[config.mk]
export PLATFORM = sky130hd
export DESIGN_NAME = bip_control
export DESIGN_NICKNAME = d
export VERILOG_FILES = /design/src/rtl/bip_control.sv
export SDC_FILE = /design/constraint.sdc
export NUM_CORES = 1
export LEC_CHECK = 0
export BUFFER_PORTS_ARGS = -buffer_cell sky130_fd_sc_hd__buf_2
export CAP_MARGIN = 40
export CORE_MARGIN = 8
export CORE_UTILIZATION = 36
export DETAILED_ROUTE_END_ITERATION = 7
export GPL_TIMING_DRIVEN = 0
export HOLD_SLACK_MARGIN = 0.03
export PLACE_DENSITY = 0.85
export SYNTH_ARGS = -nofsm -noshare
export SYNTH_HDL_FRONTEND = slang
export SYNTH_SLANG_ARGS = --single-unit
[constraint.sdc]
create_clock -name clk -period 2.3 [get_ports clk]
set_input_delay 0.46 -clock clk [delete_from_list [all_inputs] [get_ports clk]]
set_output_delay 0.46 -clock clk [all_outputs]
set_load 0.005 [all_outputs]
[src/rtl/bip_control.sv]
// bip_control: fetch/execute sequencer and instruction decoder for the BIP core.
// Each instruction takes two clocks. FETCH is a wait cycle that covers the
// one-cycle PROGRAM_MEM read latency. EXEC decodes the opcode, drives the
// datapath strobes and bumps the PC.
//
// Optional feature: define BIP_CYCLE_COUNT_EN to get a saturating count of
// busy clocks on cycle_count. When it is undefined, cycle_count is tied to 0
// and the port list stays the same.
//
// state   | meaning
// --------+----------------------------------------------------------
// S_IDLE  | waiting for a start pulse
// S_FETCH | program memory read in flight, no controls asserted
// S_EXEC  | instr valid; decode drives datapath strobes and wr_pc
// S_HALT  | HLT retired; parked until reset, start ignored
module bip_control #(
  parameter int PC_LEN  = 16,
  parameter int INS_LEN = 16,
  parameter int CNT_LEN = 16
) (
  input  logic               clk,
  input  logic               reset,
  input  logic               start,
  input  logic [PC_LEN-1:0]  pc_in,
  input  logic [INS_LEN-1:0] instr,
  output logic               wr_pc,
  output logic [PC_LEN-1:0]  next_pc,
  output logic [10:0]        operand,
  output logic [1:0]         sel_a,
  output logic               sel_b,
  output logic               op,
  output logic               wr_acc,
  output logic               wr_ram,
  output logic               rd_ram,
  output logic               busy,
  output logic               halted,
  output logic [CNT_LEN-1:0] cycle_count
);

  typedef enum logic [1:0] {
    S_IDLE  = 2'b00,
    S_FETCH = 2'b01,
    S_EXEC  = 2'b10,
    S_HALT  = 2'b11
  } state_t;

  localparam logic [4:0] OP_HLT  = 5'b00000;
  localparam logic [4:0] OP_STO  = 5'b00001;
  localparam logic [4:0] OP_LD   = 5'b00010;
  localparam logic [4:0] OP_LDI  = 5'b00011;
  localparam logic [4:0] OP_ADD  = 5'b00100;
  localparam logic [4:0] OP_ADDI = 5'b00101;
  localparam logic [4:0] OP_SUB  = 5'b00110;
  localparam logic [4:0] OP_SUBI = 5'b00111;

  localparam logic [1:0] SEL_A_RAM = 2'b00;
  localparam logic [1:0] SEL_A_IMM = 2'b01;
  localparam logic [1:0] SEL_A_ALU = 2'b10;

  state_t     state_q, state_d;
  logic       busy_q, busy_d;
  logic       halted_q, halted_d;
  logic [4:0] opcode;

  assign opcode  = instr[INS_LEN-1 -: 5];
  assign next_pc = pc_in + {{(PC_LEN-1){1'b0}}, 1'b1};
  assign busy    = busy_q;
  assign halted  = halted_q;

  // Next-state logic; HLT is the only opcode that leaves the fetch/exec loop.
  always_comb begin
    state_d = state_q;
    unique case (state_q)
      S_IDLE:  if (start) state_d = S_FETCH;
      S_FETCH: state_d = S_EXEC;
      S_EXEC:  state_d = (opcode == OP_HLT) ? S_HALT : S_FETCH;
      S_HALT:  state_d = S_HALT;
      default: state_d = S_IDLE;
    endcase
  end

  // Status flags are computed from the next state so that they line up with state_q.
  always_comb begin
    busy_d   = (state_d == S_FETCH) || (state_d == S_EXEC);
    halted_d = (state_d == S_HALT);
  end

  // Registered FSM state and status flags.
  always_ff @(posedge clk) begin
    if (reset) begin
      state_q  <= S_IDLE;
      busy_q   <= 1'b0;
      halted_q <= 1'b0;
    end else begin
      state_q  <= state_d;
      busy_q   <= busy_d;
      halted_q <= halted_d;
    end
  end

  // Instruction decode. It is only active in EXEC, so every strobe is zero in all other states.
  always_comb begin
    wr_pc   = 1'b0;
    operand = 11'd0;
    sel_a   = SEL_A_RAM;
    sel_b   = 1'b0;
    op      = 1'b0;
    wr_acc  = 1'b0;
    wr_ram  = 1'b0;
    rd_ram  = 1'b0;
    if (state_q == S_EXEC) begin
      operand = instr[10:0];
      wr_pc   = (opcode != OP_HLT);
      case (opcode)
        OP_STO: wr_ram = 1'b1;
        OP_LD: begin
          rd_ram = 1'b1;
          wr_acc = 1'b1;
          sel_a  = SEL_A_RAM;
        end
        OP_LDI: begin
          wr_acc = 1'b1;
          sel_a  = SEL_A_IMM;
        end
        OP_ADD: begin
          rd_ram = 1'b1;
          wr_acc = 1'b1;
          sel_a  = SEL_A_ALU;
        end
        OP_ADDI: begin
          wr_acc = 1'b1;
          sel_a  = SEL_A_ALU;
          sel_b  = 1'b1;
        end
        OP_SUB: begin
          rd_ram = 1'b1;
          wr_acc = 1'b1;
          sel_a  = SEL_A_ALU;
          op     = 1'b1;
        end
        OP_SUBI: begin
          wr_acc = 1'b1;
          sel_a  = SEL_A_ALU;
          sel_b  = 1'b1;
          op     = 1'b1;
        end
        default: ;
      endcase
    end
  end

`ifdef BIP_CYCLE_COUNT_EN
  logic [CNT_LEN-1:0] cycle_count_q, cycle_count_d;

  // Count the busy clocks and saturate at all-ones. The count freezes in HALT because busy is low there.
  always_comb begin
    cycle_count_d = cycle_count_q;
    if (busy_q && (cycle_count_q != {CNT_LEN{1'b1}}))
      cycle_count_d = cycle_count_q + {{(CNT_LEN-1){1'b0}}, 1'b1};
  end

  // Counter register; it is cleared only by reset.
  always_ff @(posedge clk) begin
    if (reset) cycle_count_q <= '0;
    else       cycle_count_q <= cycle_count_d;
  end

  assign cycle_count = cycle_count_q;
`else
  assign cycle_count = '0;
`endif

endmodule

==> impl_metrics.env, run 1 <==
export IMPL_status="finished, final reports clean"
export IMPL_synth_edf_count=0
export IMPL_grt_use_total=0.138
export IMPL_internal_power_uw=213
export IMPL_period_needed_ns=2.07
export IMPL_swShare=0.343
export IMPL_clock_latency_ns=0.24
export IMPL_cts_tree="built"
export IMPL_grt_use_met3=0.0305
export IMPL_setup_tns_ns=0
export IMPL_pwr_share_comb=0.484
export IMPL_hold_buffers=0
export IMPL_design_area_um2=1240
export IMPL_cts_sinks=4
export IMPL_grt_pass1_vias=1035
export IMPL_wl_per_cell_um=13.2
export IMPL_drtIter0Drc=31
export IMPL_slew_headroom=0.614
export IMPL_cap_violations=0
export IMPL_grt_busiest_layer="met2"
export IMPL_hold_class="in2reg"
export IMPL_leakagePower_nw=0.720
export IMPL_grt_max_degree=11
export IMPL_synthArstFlopShare=0
export IMPL_ff2ff_path_depth=4
export IMPL_arrival_ns=1.61
export IMPL_rsz0062_at_grt="no"
export IMPL_end_kind="output pin"
export IMPL_p_per_area_nw_per_um2=262
export IMPL_fillCellCount=190
export IMPL_grt_pass1_wl_um=4530
export IMPL_gp_congestion=0.890
export IMPL_syn_instance_count=98
export IMPL_worst_slew_pin_slew_ns=0.571
export IMPL_hold_violations=0
export IMPL_fp_dieH_um=62.2
export IMPL_layout_commonest_cell="buf_2"
export IMPL_cts_buffer_depth=2
export IMPL_grt_util_met2=0.296
export IMPL_dp_hpwl_um=2540
export IMPL_antenna_cells=0
export IMPL_ys_seq_elements=4
export IMPL_max_freq_mhz=483
export IMPL_drive_gt1_frac=0.524
export IMPL_synthToLayoutAreaGrowth_pct=60.8
export IMPL_synth_area_um2=769
export IMPL_syn_avg_cell_area_um2=7.85
export IMPL_cp_required_ns=1.84
export IMPL_post_cts_buffers=0
export IMPL_synthFlopType="dfxtp_1"
export IMPL_setup_violations=0
export IMPL_cts_resized=0
export IMPL_detail_route_antenna_nets=0
export IMPL_drtPass1Iterations=4
export IMPL_finClkSkew_ns=0.00300
export IMPL_seqPwrFrac=0.239
export IMPL_p_sw_uw=111
export IMPL_met1_usage=0.108
export IMPL_seq_area_um2=80.1
export IMPL_start_kind="input port"
export IMPL_postRouteWirelength_um=2820
export IMPL_die_area_um2=3870
export IMPL_critPathMaxFanout=5
export IMPL_drc=0
export IMPL_root_buffer="clkbuf_4"
export IMPL_num_rows=16
export IMPL_stdcell_count=214
export IMPL_dp_cells=211
export IMPL_clkPwrFrac=0.278
export IMPL_h_tree_depth=1
export IMPL_hold_depth=2
export IMPL_cts_buffers=3
export IMPL_overflow=0
export IMPL_drv_slew=0
export IMPL_initial_core_util=0.388
export IMPL_path_class="in2out"
export IMPL_r2r_slack_ns=1.17
export IMPL_antenna_found_initial=0
export IMPL_port_buffers=71
export IMPL_nNetsFinal=226
export IMPL_via_per_inst=4.38
export IMPL_via_count=937
export IMPL_num_io_pins=88
export IMPL_mostFrequentLayoutCells="buf_2, buf_4, conb_1, and2_1, xor2_1"
export IMPL_fin_crit_sh=0.900
export IMPL_clk_pin_slew_ns=0.04
export IMPL_core_um2=1980
export IMPL_dieWidth_um=62.2
export IMPL_yosysUniqueCellTypes=26
export IMPL_placed_area_um2=1210
export IMPL_ir_worst_vdd_mv=0.160
export IMPL_whs_ns=0.438
export IMPL_multi_input_area_um2=607
export IMPL_ys_seq_area_frac=0.104
export IMPL_yosysWarnings=0
## per-stage QoR
step	power [mW]	setup slack, ns	utilization
final	0.324	0.231	0.624
after global routing	0.348	0.118	0.624
after CTS	0.328	0.216	0.624
after detailed placement	0.235	0.219	0.613
after global placement	0.228	0.268	0.613
after floorplan	0.151	0.564	-
## state kept, by name, summed over array words and instances, names as in the netlist
register	count
busy	1
halted	1
state_q	2
## logic make-up after synthesis
kind of cell | synth area share
compound gates | 0.0277
xor+xnor | 0.159
fa+ha+maj | 0.0325
buf+inv | 0.180
flops | 0.104
other cells | 0.00487
simple gates | 0.491
## metal layers
layer / up-vias / share of wire
li1: 477 / -
met1: 416 / 0.31
met2: 38 / 0.62
met3: 6 / 0.046
met4: 0 / 0.020
met5: - / 0
## worst paths after layout
kind                            startpoint     endpoint
worst max-delay path              pc_in[0]  next_pc[14]
worst min-delay path                 reset       halted
worst max register to register  state_q[0]         busy
worst min register to register  state_q[0]   state_q[1]
## worst max-delay path, stage by stage
cell and delay [ns]:
buf_2 0.12, ha_1 0.26, nand3_4 0.13, nor4_2 0.31, xor2_1 0.18, buf_2 0.14
## cells in the mapped netlist (2+ instances only)
cell,instances,area [um^2]
buf_4,16,120
and2_1,12,75.1
xor2_1,11,96.3
nor2_1,7,26.3
nor2b_1,5,31.3
nor3_1,5,25.0
dfxtp_1,4,80.1
inv_1,4,15.0
nand2_1,4,15.0
nand3_1,4,20.0
nor4_2,4,50.1
xnor2_1,3,26.3
and3_1,2,12.5
ha_1,2,25.0
nand3_4,2,35.0
nand4_4,2,42.5
nor4b_1,2,17.5
## final cells by class
class,count,share of cell area
plain buffers,17,0.100
clock buffers,3,0.0182
inverters,4,0.0121
multi-input cells,88,0.490
flip-flops and latches,4,0.0647
well taps,27,0.0273
repair buffers,71,0.287
## power by group through the flow
| stage | registers, mW | clock network (mW) | logic, mW |
|---|---|---|---|
| global placement | 0.0778 | 0 | 0.150 |
| CTS | 0.0773 | 0.0937 | 0.157 |
| floorplan | 0.0781 | 0 | 0.0729 |
| global route | 0.0780 | 0.0972 | 0.173 |
| detailed placement | 0.0784 | 0 | 0.157 |
| finish | 0.0774 | 0.0900 | 0.157 |
Power figures use the tool's default switching activity.
==> run 2: changes to the inputs <==
Settings changed: CELL_PAD_IN_SITES_DETAIL_PLACEMENT set to 0, CELL_PAD_IN_SITES_GLOBAL_PLACEMENT set to 1, CORE_UTILIZATION 36 to 22, PLACE_DENSITY 0.85 to not set, PLACE_DENSITY_LB_ADDON set to 0.1.
==> impl_metrics.env, run 2 (synthesized netlist as in run 1, its figures left out) <==
export IMPL_initial_core_util=0.231
export IMPL_cts_resized=0
export IMPL_critPathMaxFanout=5
export IMPL_p_per_area_nw_per_um2=252
export IMPL_drive_gt1_frac=0.524
export IMPL_nNetsFinal=226
export IMPL_grt_pass1_vias=852
export IMPL_slew_headroom=0.659
export IMPL_mostFrequentLayoutCells="buf_2, buf_4, conb_1, and2_1, xor2_1"
export IMPL_hold_end="state_q[1]"
export IMPL_via_per_inst=3.77
export IMPL_largest_register="state_q"
export IMPL_path_class="in2out"
export IMPL_period_needed_ns=2.06
export IMPL_cp_required_ns=1.84
export IMPL_ff2ff_path_depth=4
export IMPL_holdCritStartpoint="reset"
export IMPL_max_freq_mhz=485
export IMPL_postRouteWirelength_um=2590
export IMPL_end_kind="output pin"
export IMPL_cts_tree="built"
export IMPL_die_area_um2=5650
export IMPL_pwr_share_comb=0.483
export IMPL_h_tree_depth=1
export IMPL_start_kind="input port"
export IMPL_antenna_found_initial=0
export IMPL_arrival_ns=1.60
export IMPL_largest_reg_flops=2
export IMPL_core_um2=3340
export IMPL_dp_hpwl_um=2350
export IMPL_cts_buffers=3
export IMPL_swShare=0.332
export IMPL_leakagePower_nw=0.720
export IMPL_clk_pin_slew_ns=0.04
export IMPL_finClkSkew_ns=0.00509
export IMPL_grt_max_degree=11
export IMPL_post_cts_buffers=0
export IMPL_setup_tns_ns=0
export IMPL_via_count=878
export IMPL_layout_commonest_cell="buf_2"
export IMPL_grt_use_total=0.0799
export IMPL_detail_route_antenna_nets=0
export IMPL_hold_class="in2reg"
export IMPL_hold_depth=2
export IMPL_port_buffers=71
export IMPL_r2r_slack_ns=1.18
export IMPL_drtIter0Drc=10
export IMPL_overflow=0
export IMPL_clkPwrFrac=0.274
export IMPL_p_sw_uw=106
export IMPL_antenna_cells=0
export IMPL_drc=0
export IMPL_worstReg2RegStart="state_q[0]"
export IMPL_ir_worst_vdd_mv=0.0731
export IMPL_worst_slew_pin_slew_ns=0.505
export IMPL_status="finished, final reports clean"
export IMPL_cap_violations=0
export IMPL_timing_rr_end="busy"
export IMPL_num_io_pins=88
export IMPL_rsz0062_at_grt="no"
export IMPL_cts_sinks=4
export IMPL_wl_per_cell_um=11.1
export IMPL_setup_violations=0
export IMPL_fin_crit_sh=0.896
export IMPL_synthToLayoutAreaGrowth_pct=63.9
export IMPL_root_buffer="clkbuf_4"
export IMPL_num_rows=21
export IMPL_internal_power_uw=212
export IMPL_drtPass1Iterations=4
export IMPL_hold_buffers=0
export IMPL_fp_dieH_um=75.1
export IMPL_dieWidth_um=75.1
export IMPL_drv_slew=0
export IMPL_clock_latency_ns=0.23
export IMPL_gp_congestion=0.666
export IMPL_hold_violations=0
export IMPL_grt_pass1_wl_um=3640
export IMPL_cts_buffer_depth=2
export IMPL_seqPwrFrac=0.243
export IMPL_power_uw=318
[run 2: cell counts in the layout (fill, tap and decap cells not counted)]
No cell type changed its count.
[run 2: through the flow]
step           instances  setup WS (ns)  hold slack, ns   util  cell area, um^2
6_report             233          0.240           0.440  0.378             1260
5_1_grt              233          0.148           0.435  0.378             1260
4_1_cts              233          0.225           0.432  0.378             1260
3_5_place_dp         230          0.228           0.572  0.371             1240
3_3_place_gp         230          0.254           0.564  0.371             1240
2_1_floorplan        113          0.564           0.496      -              826
[run 2: worst max-delay path by stage]
| stage | to | from | cells after the start |
|---|---|---|---|
| after floorplan | next_pc[14] | pc_in[0] | 4 |
| after global routing | next_pc[14] | pc_in[0] | 6 |
| after detailed placement | next_pc[14] | pc_in[0] | 6 |
| after global placement | next_pc[14] | pc_in[0] | 6 |
| after CTS | next_pc[14] | pc_in[0] | 6 |
| final | next_pc[14] | pc_in[0] | 6 |
[run 2: routing by layer]
metal | global-route usage | up-vias | wire, um
met2 | 0.146 | 40 | 1300
met4 | 0.0256 | 0 | 0
met3 | 0.0306 | 0 | 294
li1 | - | 477 | -
met5 | 0 | - | 0
met1 | 0.0813 | 361 | 995
[run 2: power groups by stage]
stage / combinational, mW / clock (mW) / sequential [mW]
after floorplan: 0.0729 / 0 / 0.0781
after global placement: 0.153 / 0 / 0.0783
after detailed placement: 0.154 / 0 / 0.0783
after CTS: 0.155 / 0.0920 / 0.0772
after global routing: 0.172 / 0.0993 / 0.0780
final: 0.153 / 0.0871 / 0.0772
[run 2: final cells by class]
class,instances,area [um^2]
fill,375,2080
multi-input combinational,88,607
timing repair buffer,71,355
buffer,17,124
sequential,4,80.1
tap,46,57.6
clock buffer,3,22.5
inverter,4,15.0
[run 2: worst max-delay path: stages]
cell and delay [ns]:
buf_2 0.13, ha_1 0.26, nand3_4 0.13, nor4_2 0.33, xor2_1 0.16, buf_2 0.13
